**src/rtl/fft_seq_ctrl.sv**
```systemverilog
// fft_seq_ctrl
//   Sequencer for an in-place radix-2 DIT FFT built around a combinational
//   register file and a pipelined butterfly unit.
//   It runs log2(N) stages. Each stage issues N/2 butterflies, one per cycle.
//   After each stage it holds for BF_LAT cycles, so that every write-back of
//   that stage lands before the next stage reads.
//   The input must already be stored in bit-reversed order. The result is
//   left in natural order.
//
// Ports
//   clk, rst        clock; asynchronous active-high reset
//   start           run request, sampled only while idle
//   busy            high for every cycle of a run
//   done            one-cycle pulse in the first idle cycle after a run
//   rd_valid        a butterfly is issued this cycle
//   raddr1, raddr2  top and bottom operand read addresses
//   tw_idx          twiddle exponent k of W_N^k
//   stage           stage currently being issued
//   we1, we2        write enables (always equal)
//   waddr1, waddr2  write-back addresses (read addresses delayed BF_LAT cycles)

module fft_seq_ctrl #(
  parameter int N      = 8,
  parameter int BF_LAT = 1
) (
  input  logic                   clk,
  input  logic                   rst,
  input  logic                   start,
  output logic                   busy,
  output logic                   done,
  output logic                   rd_valid,
  output logic [$clog2(N)-1:0]   raddr1,
  output logic [$clog2(N)-1:0]   raddr2,
  output logic [$clog2(N)-2:0]   tw_idx,
  output logic [$clog2(N)-1:0]   stage,
  output logic                   we1,
  output logic                   we2,
  output logic [$clog2(N)-1:0]   waddr1,
  output logic [$clog2(N)-1:0]   waddr2
);

  localparam int LOGN = $clog2(N);
  localparam int AW   = LOGN;
  localparam int BW   = LOGN - 1;
  localparam int DCW  = (BF_LAT > 1) ? $clog2(BF_LAT) : 1;

  typedef enum logic [1:0] {IDLE, RUN, DRAIN} stateType;

  stateType        state, stateNext;
  logic [BW-1:0]   bfly, bflyNext;
  logic [AW-1:0]   stageReg, stageNext;
  logic [DCW-1:0]  drainCnt, drainNext;
  logic            doneReg, doneNext;

  logic [AW-1:0]   bExt, half, pos, grp, addr1, addr2, twFull;

  logic [BF_LAT-1:0] weDly;
  logic [AW-1:0]     w1Dly [BF_LAT];
  logic [AW-1:0]     w2Dly [BF_LAT];

  // Control registers: FSM state, butterfly and stage counters, drain timer, done pulse
  always_ff @(posedge clk or posedge rst) begin
    if (rst) begin
      state    <= IDLE;
      bfly     <= '0;
      stageReg <= '0;
      drainCnt <= '0;
      doneReg  <= 1'b0;
    end else begin
      state    <= stateNext;
      bfly     <= bflyNext;
      stageReg <= stageNext;
      drainCnt <= drainNext;
      doneReg  <= doneNext;
    end
  end

  // Butterfly addressing for stage s: half = 2^s. The group index is shifted
  // up by s+1 and the position inside the group is added. The twiddle
  // exponent is the position scaled up to the N-point twiddle table.
  always_comb begin
    bExt   = {1'b0, bfly};
    half   = AW'(1) << stageReg;
    pos    = bExt & (half - AW'(1));
    grp    = bExt >> stageReg;
    addr1  = ((grp << stageReg) << 1) | pos;
    addr2  = addr1 + half;
    twFull = pos << (AW'(LOGN - 1) - stageReg);
  end

  // Next-state logic and issue-side outputs
  always_comb begin
    stateNext = state;
    bflyNext  = bfly;
    stageNext = stageReg;
    drainNext = drainCnt;
    doneNext  = 1'b0;
    rd_valid  = 1'b0;
    raddr1    = '0;
    raddr2    = '0;
    tw_idx    = '0;
    busy      = 1'b0;
    stage     = stageReg;
    done      = doneReg;

    case (state)
      IDLE: begin
        if (start) begin
          stateNext = RUN;
          bflyNext  = '0;
          stageNext = '0;
        end
      end
      RUN: begin
        busy     = 1'b1;
        rd_valid = 1'b1;
        raddr1   = addr1;
        raddr2   = addr2;
        tw_idx   = twFull[BW-1:0];
        if (bfly == BW'(N/2 - 1)) begin
          stateNext = DRAIN;
          drainNext = '0;
        end else begin
          bflyNext = bfly + BW'(1);
        end
      end
      DRAIN: begin
        busy = 1'b1;
        if (drainCnt == DCW'(BF_LAT - 1)) begin
          if (stageReg == AW'(LOGN - 1)) begin
            stateNext = IDLE;
            stageNext = '0;
            doneNext  = 1'b1;
          end else begin
            stateNext = RUN;
            stageNext = stageReg + AW'(1);
            bflyNext  = '0;
          end
        end else begin
          drainNext = drainCnt + DCW'(1);
        end
      end
      default: begin
        stateNext = IDLE;
      end
    endcase
  end

  // Write-back delay line. Reset flushes any pending writes, so a run
  // aborted by reset stops writing immediately.
  always_ff @(posedge clk or posedge rst) begin
    if (rst) begin
      for (int i = 0; i < BF_LAT; i++) begin
        weDly[i] <= 1'b0;
        w1Dly[i] <= '0;
        w2Dly[i] <= '0;
      end
    end else begin
      weDly[0] <= rd_valid;
      w1Dly[0] <= raddr1;
      w2Dly[0] <= raddr2;
      for (int i = 1; i < BF_LAT; i++) begin
        weDly[i] <= weDly[i-1];
        w1Dly[i] <= w1Dly[i-1];
        w2Dly[i] <= w2Dly[i-1];
      end
    end
  end

  always_comb begin
    we1    = weDly[BF_LAT-1];
    we2    = weDly[BF_LAT-1];
    waddr1 = w1Dly[BF_LAT-1];
    waddr2 = w2Dly[BF_LAT-1];
  end

endmodule

```
**config.mk**
```make
export PLATFORM = sky130hd
export DESIGN_NAME = fft_seq_ctrl
export DESIGN_NICKNAME = d
export VERILOG_FILES = /design/src/rtl/fft_seq_ctrl.sv
export SDC_FILE = /design/constraint.sdc
export NUM_CORES = 1
export LEC_CHECK = 0
export BUFFER_PORTS_ARGS = -buffer_cell sky130_fd_sc_hd__buf_2
export CAP_MARGIN = 25
export CORE_UTILIZATION = 50
export CTS_CLUSTER_SIZE = 30
export DETAILED_ROUTE_END_ITERATION = 10
export PLACE_DENSITY = 0.8
export SYNTH_ARGS = -nofsm -noshare
export SYNTH_HDL_FRONTEND = slang
export SYNTH_SLANG_ARGS = --single-unit
export TNS_END_PERCENT = 10
```
**constraint.sdc**
```tcl
create_clock -name clk -period 2.5 [get_ports clk]
set_input_delay 0.125 -clock clk [delete_from_list [all_inputs] [get_ports clk]]
set_output_delay 0.125 -clock clk [all_outputs]
set_load 0.1 [all_outputs]
```
# Word-level counts from Yosys, hierarchy flattened
# Cells that the tools add are included.
[op_classes] n_eq_ne=9 n_addsub=6 n_shift=4 n_mux=25 bitwise_logic=2 n_reduce_logical=9
[ops] op="2-bit two-way mux" n=8
[ops] op="3-bit two-way mux" n=5
[ops] op="2-bit one-hot mux with 3 select lines" n=2
[ops] op="2-bit != test (second input constant)" n=5
[ops] op="1-bit two-way mux" n=8
[ops] op="3-bit one-hot mux with 2 select lines" n=1
[ops] op="3-bit AND reduction" n=2
[ops] op="3-bit by 3-bit left shift with 2-bit output" n=2
[ops] op="5-bit AND reduction" n=1
[ops] op="2-bit == test (second input constant)" n=2
[ops] op="2-bit nonzero test" n=2
[ops] op="3-bit by 1-bit adder with 3-bit output (second input constant)" n=1
[ops] op="3-bit adder" n=1
[ops] op="2-bit by 3-bit bitwise AND with 3-bit output" n=1
[ops] op="3-bit by 2-bit == test with 1-bit output (second input constant)" n=1
[ops] op="3-bit OR" n=1
[ops] op="3-bit nonzero test" n=1
[ops] op="1-bit by 3-bit left shift with 3-bit output (first input constant)" n=1
[ops] op="2-bit by 3-bit right shift with 3-bit output" n=1
[ops] op="2-bit by 3-bit subtractor with 3-bit output (first input constant)" n=1
[ops] op="3-bit by 1-bit subtractor with 3-bit output (second input constant)" n=1
[ops] op="2-bit by 1-bit adder with 2-bit output (second input constant)" n=1
[ops] op="2-bit by 1-bit == test with 1-bit output (second input constant)" n=1
[ops] op="2-bit logical NOT" n=1
[ops] op="4 further kinds" n=4
[word_totals] inputBits=3 regBits=16 wordCells=63 output_inout_bits=22

# Depth between registers and ports, before layout
# Gate-level depths: netlist (run 1).
[depth] ltp_word=6 depth_mapped=8 ltp_nobuf=8

# Worst setup path after synthesis (run 1)
# Ideal clock, no wire load.
[synth_path] path_kind="register to register" from="register stageReg[0], in the netlist stage[0]" to="register w1Dly, in the netlist waddr1[1]" stages_incl_launch_ff=6 period_less_slack_ns=4.372 setup_time_ns=0.362 slack_ns=-1.872 arrival_time_ns=4.010 path_buffers=0 path_cell_list="dfrtp_1 -> inv_1 -> ha_1 -> xnor2_1 -> o21ai_0 -> a21boi_0"
[synth_via] elab_chain_cells=5 elab_cells_between_ends=7 classes_between="add/sub (1); shift (3); mux (1); bitwise (2)"
[synth_rtl] item="start, declared" line="51" text="logic [AW-1:0] stageReg, stageNext;"
[synth_rtl] item="start signal, assigned" line="72" text="stageReg <= stageNext;"
[synth_rtl] item="1-bit by 3-bit left shift with 3-bit output" line="83" text="half = AW'(1) << stageReg;"
[synth_rtl] item="3-bit by 1-bit subtractor with 3-bit output" line="84" text="pos = bExt & (half - AW'(1));"
[synth_rtl] item="2-bit by 3-bit bitwise AND with 3-bit output" line="84"
[synth_rtl] item="3-bit OR (*)" line="86" text="addr1 = ((grp << stageReg) << 1) | pos;"
[synth_rtl] item="3-bit two-way mux (*)" line="106" text="case (state)"
[synth_rtl] item="via raddr1[1]" line="32" text="output logic [$clog2(N)-1:0] raddr1,"
[synth_rtl] item="end signal, assigned by index" line="164" text="w1Dly[i] <= w1Dly[i-1];"
[synth_rtl] item="end, declared" line="58" text="logic [AW-1:0] w1Dly [BF_LAT];"
# The timed path passes the listed nets; every way through them passes the cells marked *.
# A chain may end at the register's enable or synchronous reset.

# Worst setup path in the final report (run 1)
[layout_path] from="register stageReg[0], in the netlist stage[0]" to="output raddr2[2]"
[layout_via] elab_chain_cells=6 elab_cells_between_ends=8 classes_between="add/sub (2); shift (3); mux (1); bitwise (2)"
[layout_rtl] item="1-bit by 3-bit left shift with 3-bit output" line="83"
[layout_rtl] item="3-bit by 1-bit subtractor with 3-bit output" line="84"
[layout_rtl] item="2-bit by 3-bit bitwise AND with 3-bit output" line="84"
[layout_rtl] item="3-bit OR" line="86"
[layout_rtl] item="3-bit adder (*)" line="87" text="addr2 = addr1 + half;"
[layout_rtl] item="3-bit two-way mux (*)" line="106"
[layout_rtl] item="end, declared" line="33" text="output logic [$clog2(N)-1:0] raddr2,"
# Mark *: on every way between the ends. The rest lies on a longest branch, timed or not.

==> metrics, run 1 <==
outcome=finished clean; Initial Util=a little under three fifths; initial antenna violation count=0; crit path max fanout=7; synth-to-layout area growth=43.81%; kind of end point of the critical path=primary output; required time worst endpoint=roughly 2.4 ns; # fillers=between 90 and 100; synth unique cells=36; CTS tree=yes; all-layer global routing usage=around a quarter; clock sinks=15; ant diodes=0; clock buffer depth=2; Gate Count Post-Synth=87; share of cells above drive strength 1=47.93%; Core ar.=between 1500 and 2000 um2; Setup Skew=0.01311 ns; Die ar.=between 1500 and 2000 um2; H-Tree Depth=1; synth warn=0; sequential element share of the synthesized area=a little over two fifths; first-pass GRT wire length=3422 um; post-DR vias/cell=5.386; DRC=0; CTS root buf=clkbuf_4; startpoint types=flop; Register Area=384.1 um2; mapped cell area=899.6 um2; I/O Pins=25; Final nets=135; max incr delay on CP=0.54 ns; Core Util, Final=81.16%; asr flop ratio synth=100.0%; IO Port Bufs=24; vias in the first global route=716; routed wire length per instance=between 15 and 20 um; WS Path Type=flop to primary output; Post-DP HPWL=1559 um; syn nets=100; Cell Chain, Critical Path=ha_4 > xnor2_2 > o21ai_1 > nand2_1 > fa_2 > nand2b_4 > mux2i_4 > buf_12; multi-input logic area=578.1 um2; largest net degree at the start of global routing=16; commonest non-fill, non-tap cell in the layout=buf_2; WL final=2214 um; actual slew at the worst max-slew pin=0.5476 ns; Most used DFF post-synth=dfrtp_1; f_max=401.8 MHz; total CTS buffers=3; Final Max Slew Viols=0; Mean Syn Cell Area=10.34 um2; Die Ht=between 40 and 50 um; Slew headroom=63.32%; # setup viols final=0; Min Hold Slack=0.2123 ns; via count=about 800; slowest CP cell=dfrtp_4; Clock Latency Late Sink=0.29 ns; FF+latch count, synth=15; critical path arrival=2.36 ns; Post-DRT Antenna Nets=0; HP Class=input pin to flop; minimum clock period=2.489 ns; most frequent cells in the layout=buf_2 (20), dfrtp_1 (12), buf_4 (8); final hold violations=0; Worst-path clk slew=0.10 ns; number of synthesized flops with an enable pin=0; RSZ-0062 raised after global routing=true; Rows=14; Die Width=44.42 um; Max-cap violations=0; 1st-iter DRT viols=37; drt first pass iters=4; GRT overflow=0; Tcrit/Tclk final=99.55%; GP Congestion=~0.84
-- through the flow --
stage / cell area (um2) / setup TNS [ns] / setup WS (ns) / std cells
2_1_floorplan: 998.5 / -0.07992 / -0.02795 / 87
3_3_place_gp: 1182 / 0 / 0.3401 / 133
3_5_place_dp: 1182 / 0 / 0.2708 / 133
4_1_cts: 1226 / 0 / 0.01799 / 139
5_1_grt: 1294 / -0.1208 / -0.07660 / 145
6_report: 1294 / 0 / 0.01125 / 145
-- synth_stat cells (all sizes together), types with 2 or more instances --
master | instances | area (um2)
nand2b | 3 | 18.77
nor2b | 3 | 18.77
buf | 2 | 15.01
inv | 8 | 30.03
mux2i | 4 | 40.04
nor2 | 3 | 11.26
a21oi | 2 | 10.01
nand2 | 7 | 26.28
dfrtp | 15 | 375.4
ha | 9 | 112.6
a21boi | 2 | 15.01
and3 | 2 | 12.51
o21ai | 4 | 20.02
-- layout make-up --
cell class,instances,share of cell area (%)
inverter,8,2.901
tap,24,2.321
clock buffer,4,2.031
multi-input combinational,61,44.68
timing repair buffer,33,18.38
sequential,15,29.69
-- timing repair --
action	CTS	global route
resized for setup	0	4
hold buffers	1	0
endpoints found under the hold margin	15	0
pin swaps	1	5
setup endpoints to repair	2	2
buffers inserted	1	6
-- path summary, 6_finish.rpt --
check,startpoint,end,slack (ns),cells past startpoint
hold reg to reg,state[1],state[1],0.59,2
min in group asynchronous,rst,state[1],0.43,3
max in group asynchronous,rst,stage[0],1.66,3
hold / removal,start,stage[0],0.21,4
setup / recovery,stage[0],raddr2[2],0.01,8
setup reg to reg,stage[0],waddr2[2],0.41,9
-- critical path, delay by kind of cell (launching register included) --
kind                     cells  cell delay (ns)
flip-flops                   1             0.54
buffers and inverters        1             0.20
AND/OR/NAND/NOR              2             0.25
XOR/XNOR                     1             0.15
AO/OA/AOI/OAI                1             0.18
adder cells (fa/ha/maj)      2             0.57
multiplexers                 1             0.19
-- layer usage --
| metal | track usage [%] | wire length (um) |
|---|---|---|
| met1 | 32.72 | 960 |
| met2 | 40.88 | 1084 |
| met3 | 3.673 | 131 |
| met4 | 7.273 | 38 |
| met5 | 0 | 0 |
-- sequential cells by signal, summed over array words and instances, names as in the netlist --
register	flops
waddr2	3
we1	1
bfly	2
done	1
waddr1	3
stage	3
state	2
-- kinds of logic (layout without fill, tap and decap cells) --
group                    count (synthesis)  in the layout  share of synthesized area [%]
XOR/XNOR                                 2              2                          1.948
other                                    1              1                         0.4168
buffers and inverters                   11             45                          5.423
multiplexers                             5              5                          5.702
AND/OR/NAND/NOR                         28             28                          18.22
flip-flops                              15             15                          41.72
AO/OA/AOI/OAI                           15             15                          11.82
adder cells (fa/ha/maj)                 10             10                          14.74
Power of run 1 is left out: the tool's default activity adds up to more than one toggle a clock period on the data nets, which glitch-free logic cannot reach.
==> inputs of run 2 (changes only) <==
--- a/config.mk
+++ b/config.mk
@@ -11,6 +11,7 @@
 export CTS_CLUSTER_SIZE = 30
 export DETAILED_ROUTE_END_ITERATION = 10
 export PLACE_DENSITY = 0.8
+export SETUP_SLACK_MARGIN = 0.1
 export SYNTH_ARGS = -nofsm -noshare
 export SYNTH_HDL_FRONTEND = slang
 export SYNTH_SLANG_ARGS = --single-unit
==> metrics, run 2 (same netlist as run 1, synthesis figures left out) <==
CTS tree=yes; actual slew at the worst max-slew pin=0.5431 ns; required time worst endpoint=2.38 ns; GRT overflow=0; # setup viols final=0; outcome=finished clean; Clock Latency Late Sink=0.28 ns; Die Ht=~44 um; Final Max Slew Viols=0; Worst-path clk slew=0.09 ns; most frequent cells in the layout=buf_2 (21), dfrtp_1 (12), buf_4 (8); Die ar.=between 1500 and 2000 um2; post-DR vias/cell=5.586; Register Area=slightly below 400 um2; Final nets=135; largest net degree at the start of global routing=16; vias in the first global route=782; 1st-iter DRT viols=27; Setup Skew=0.01047 ns; routed wire length per instance=15.89 um; synth-to-layout area growth=44.23%; # fillers=94; all-layer global routing usage=26.33%; Min Hold Slack=between 0.2 and 0.25 ns; GP Congestion=0.8385; DRC=0; WS Path Type=flop to primary output; I/O Pins=25; clock sinks=15; Slew headroom=63.75%; critical path arrival=around 2.3 ns; first-pass GRT wire length=3698 um; IO Port Bufs=24; RSZ-0062 raised after global routing=true; via count=810; Tcrit/Tclk final=97.12%; Initial Util=56.44%; setup TNS=0 ns; initial antenna violation count=0; Die Width=~44 um; HP Class=input pin to flop; f_max=about 400 MHz; Post-DP HPWL=~1600 um; share of cells above drive strength 1=48.76%; Rows=14; drt first pass iters=4; ant diodes=0; H-Tree Depth=1; final hold violations=0; worst slack, placed=0.2708 ns; CTS root buf=clkbuf_4; WL final=2304 um; final worst slack=between 0.07 and 0.08 ns; kind of end point of the critical path=primary output; commonest non-fill, non-tap cell in the layout=buf_2; minimum clock period=roughly 2.4 ns; Core ar.=between 1500 and 2000 um2; multi-input logic area=just under 600 um2; startpoint types=flop; Post-DRT Antenna Nets=0; clock buffer depth=2; Max-cap violations=0; crit path max fanout=5; total CTS buffers=3
run 2: cell types whose count changed in the layout (fill, tap and decap cells not counted), sizes merged:
cell,previous run,this run
buf,31,32
clkbuf,5,4
run 2: layer usage:
| layer | GRT usage, % | wire length, um | vias to the layer above |
|---|---|---|---|
| met5 | 0 | 0 | - |
| met4 | 7.273 | 36 | 0 |
| met3 | 3.673 | 149 | 6 |
| met2 | 45.00 | 1154 | 42 |
| met1 | 34.91 | 964 | 394 |
| li1 | - | - | 368 |
run 2: worst paths after layout:
kind | startpoint | end | slack (ns) | depth (start not counted)
max reg2reg | stage[0] | waddr2[2] | 0.48 | 8
max | stage[0] | raddr2[2] | 0.07 | 8
min reg2reg | state[1] | state[1] | 0.59 | 2
min | start | stage[0] | 0.24 | 4
min in group asynchronous | rst | state[1] | 0.43 | 3
max in group asynchronous | rst | stage[0] | 1.67 | 3
run 2: final cells by class:
cell class	count	share of cell area, %
multi-input combinational	61	44.84
sequential	15	29.60
timing repair buffer	33	18.13
inverter	8	3.086
tap	24	2.314
clock buffer	4	2.025
run 2: timing repair:
item | 4_1_cts | 5_1_grt
resized for setup | 3 | 2
setup buffers | 6 | 1
pin swaps | 3 | 0
hold endpoints to repair | 15 | 0
setup endpoints to repair | 3 | 3
hold buffers | 1 | 0
run 2: worst max-delay path, cell delays in order, from the launching register on:
cell,delay (ns)
dfrtp_4,0.54
ha_4,0.19
xnor2_2,0.15
o21ai_2,0.14
nand2_1,0.09
fa_2,0.36
nand2b_4,0.15
mux2i_4,0.19
buf_12,0.20
run 2: metrics by stage:
| step | instance area [um2] | cells | utilization [%] |
|---|---|---|---|
| 6_report | 1297 | 145 | 81.40 |
| 3_3_place_gp | 1182 | 133 | 74.18 |
| 4_1_cts | 1284 | 144 | 80.53 |
| 2_1_floorplan | 998.5 | 87 | - |
| 3_5_place_dp | 1182 | 133 | 74.18 |
| 5_1_grt | 1297 | 145 | 81.40 |
Power of run 2 is left out for the same reason.
==> inputs of run 3 (changes only) <==
--- a/config.mk
+++ b/config.mk
@@ -7,10 +7,10 @@
 export LEC_CHECK = 0
 export BUFFER_PORTS_ARGS = -buffer_cell sky130_fd_sc_hd__buf_2
 export CAP_MARGIN = 25
-export CORE_UTILIZATION = 50
+export CORE_UTILIZATION = 54
 export CTS_CLUSTER_SIZE = 30
 export DETAILED_ROUTE_END_ITERATION = 10
-export PLACE_DENSITY = 0.8
+export PLACE_DENSITY = 0.85
 export SETUP_SLACK_MARGIN = 0.1
 export SYNTH_ARGS = -nofsm -noshare
 export SYNTH_HDL_FRONTEND = slang
==> constraint.sdc (replaced) <==
create_clock -name clk -period 2.8 [get_ports clk]
set_input_delay 0.14 -clock clk [delete_from_list [all_inputs] [get_ports clk]]
set_output_delay 0.14 -clock clk [all_outputs]
set_load 0.1 [all_outputs]
==> metrics, run 3 (same netlist as run 1, synthesis figures left out) <==
actual slew at the worst max-slew pin=between 0.5 and 0.6 ns; Die Width=about 43 um; startpoint types=flop; Setup Skew=between 0.005 and 0.006 ns; Cell Chain, Critical Path=buf_4 > ha_1 > nor4b_1 > a31oi_1 > o32ai_4 > buf_2; final hold violations=0; WL final=2089 um; Core Util, Final=79.89%; kind of end point of the critical path=primary output; share of cells above drive strength 1=41.53%; Final Max Slew Viols=0; post-DR vias/cell=5.851; Final nets=132; largest net degree at the start of global routing=16; all-layer global routing usage=a little under a quarter; routed wire length per instance=15.59 um; drt first pass iters=4; WS Path Type=flop to primary output; most frequent cells in the layout=buf_2 (22), dfrtp_1 (13), nand2_1 (7), ha_1 (7), inv_1 (6); slowest CP cell=dfrtp_4; Final Instance Area=1217 um2; max incr delay on CP=~0.54 ns; clock sinks=15; 1st-iter DRT viols=20; total CTS buffers=3; Post-DP HPWL=1413 um; Core ar.=between 1500 and 2000 um2; GRT overflow=0; Cell Area, Placed=1111 um2; required time worst endpoint=2.66 ns; first-pass GRT wire length=about 3200 um; via count=around 780; family with the most delay on the worst path=buffers and inverters; crit path max fanout=7; f_max=about 380 MHz; H-Tree Depth=1; Worst-path clk slew=0.08 ns; synth-to-layout area growth=35.33%; clock buffer depth=2; Initial Util=59.03%; CTS root buf=clkbuf_4; I/O Pins=25; RSZ-0062 raised after global routing=false; critical path arrival=2.49 ns; minimum clock period=2.634 ns; initial antenna violation count=0; Post-DRT Antenna Nets=0; Max-cap violations=0; Tcrit/Tclk final=~94%; DRC=0; worst slack, placed=~0.28 ns; GP Congestion=approximately 0.84; IO Port Bufs=24; Clock Latency Late Sink=0.30 ns; setup TNS=0 ns; Rows=14; Die ar.=1833 um2; CTS tree=yes; commonest non-fill, non-tap cell in the layout=buf_2; # setup viols final=0; vias in the first global route=between 700 and 800; HP Class=input pin to flop; outcome=finished clean; Worst Path Buf+Inv=2; Die Ht=about 43 um; ant diodes=0; final worst slack=between 0.15 and 0.2 ns; Slew headroom=around three fifths
-- run 3: cell type report --
type | count | area, um2
multi-input cells | 61 | 553.0
fillers | 89 | 306.5
clock buffers | 4 | 26.28
inverters | 8 | 37.54
flip-flops and latches | 15 | 382.9
repair buffers | 30 | 197.7
well taps | 16 | 20.02
-- run 3: worst min-delay path, cell delays in order --
cell	delay (ns)
buf_2	0.10
mux2i_1	0.11
nand2_1	0.08
o21ai_0	0.07
-- run 3: final timing paths --
check / slack, ns / end / startpoint / cells after the start
min in group asynchronous: 0.43 / waddr2[0] / rst / 3
max reg2reg: 0.63 / waddr2[2] / stage[0] / 9
max in group asynchronous: 1.93 / stage[1] / rst / 3
min reg2reg: 0.60 / state[0] / state[0] / 2
max: 0.17 / tw_idx[1] / stage[0] / 6
min: 0.24 / stage[0] / start / 4
-- run 3: stage by stage --
stage / instances / hold WS, ns
2_1_floorplan: 87 / 0.04152
5_1_grt: 134 / 0.2787
6_report: 134 / 0.2443
3_3_place_gp: 125 / 0.2176
3_5_place_dp: 125 / 0.2313
4_1_cts: 130 / 0.2310
-- run 3: per-layer routing --
layer	GRT usage [%]	vias to the layer above	routed length, um
li1	-	371	-
met2	40.00	39	1082
met3	5.106	2	161
met4	10.00	0	26
met5	0	-	0
met1	28.14	372	817
-- run 3: timing repair --
| item | 4_1_cts | 5_1_grt |
|---|---|---|
| endpoints found under the setup margin | 2 | 1 |
| buffers inserted | 0 | 4 |
| resized for setup | 2 | 9 |
| pin swaps | 0 | 2 |
| hold buffers | 1 | 0 |
| hold endpoints to repair | 15 | 0 |
Power of run 3 is left out for the same reason.
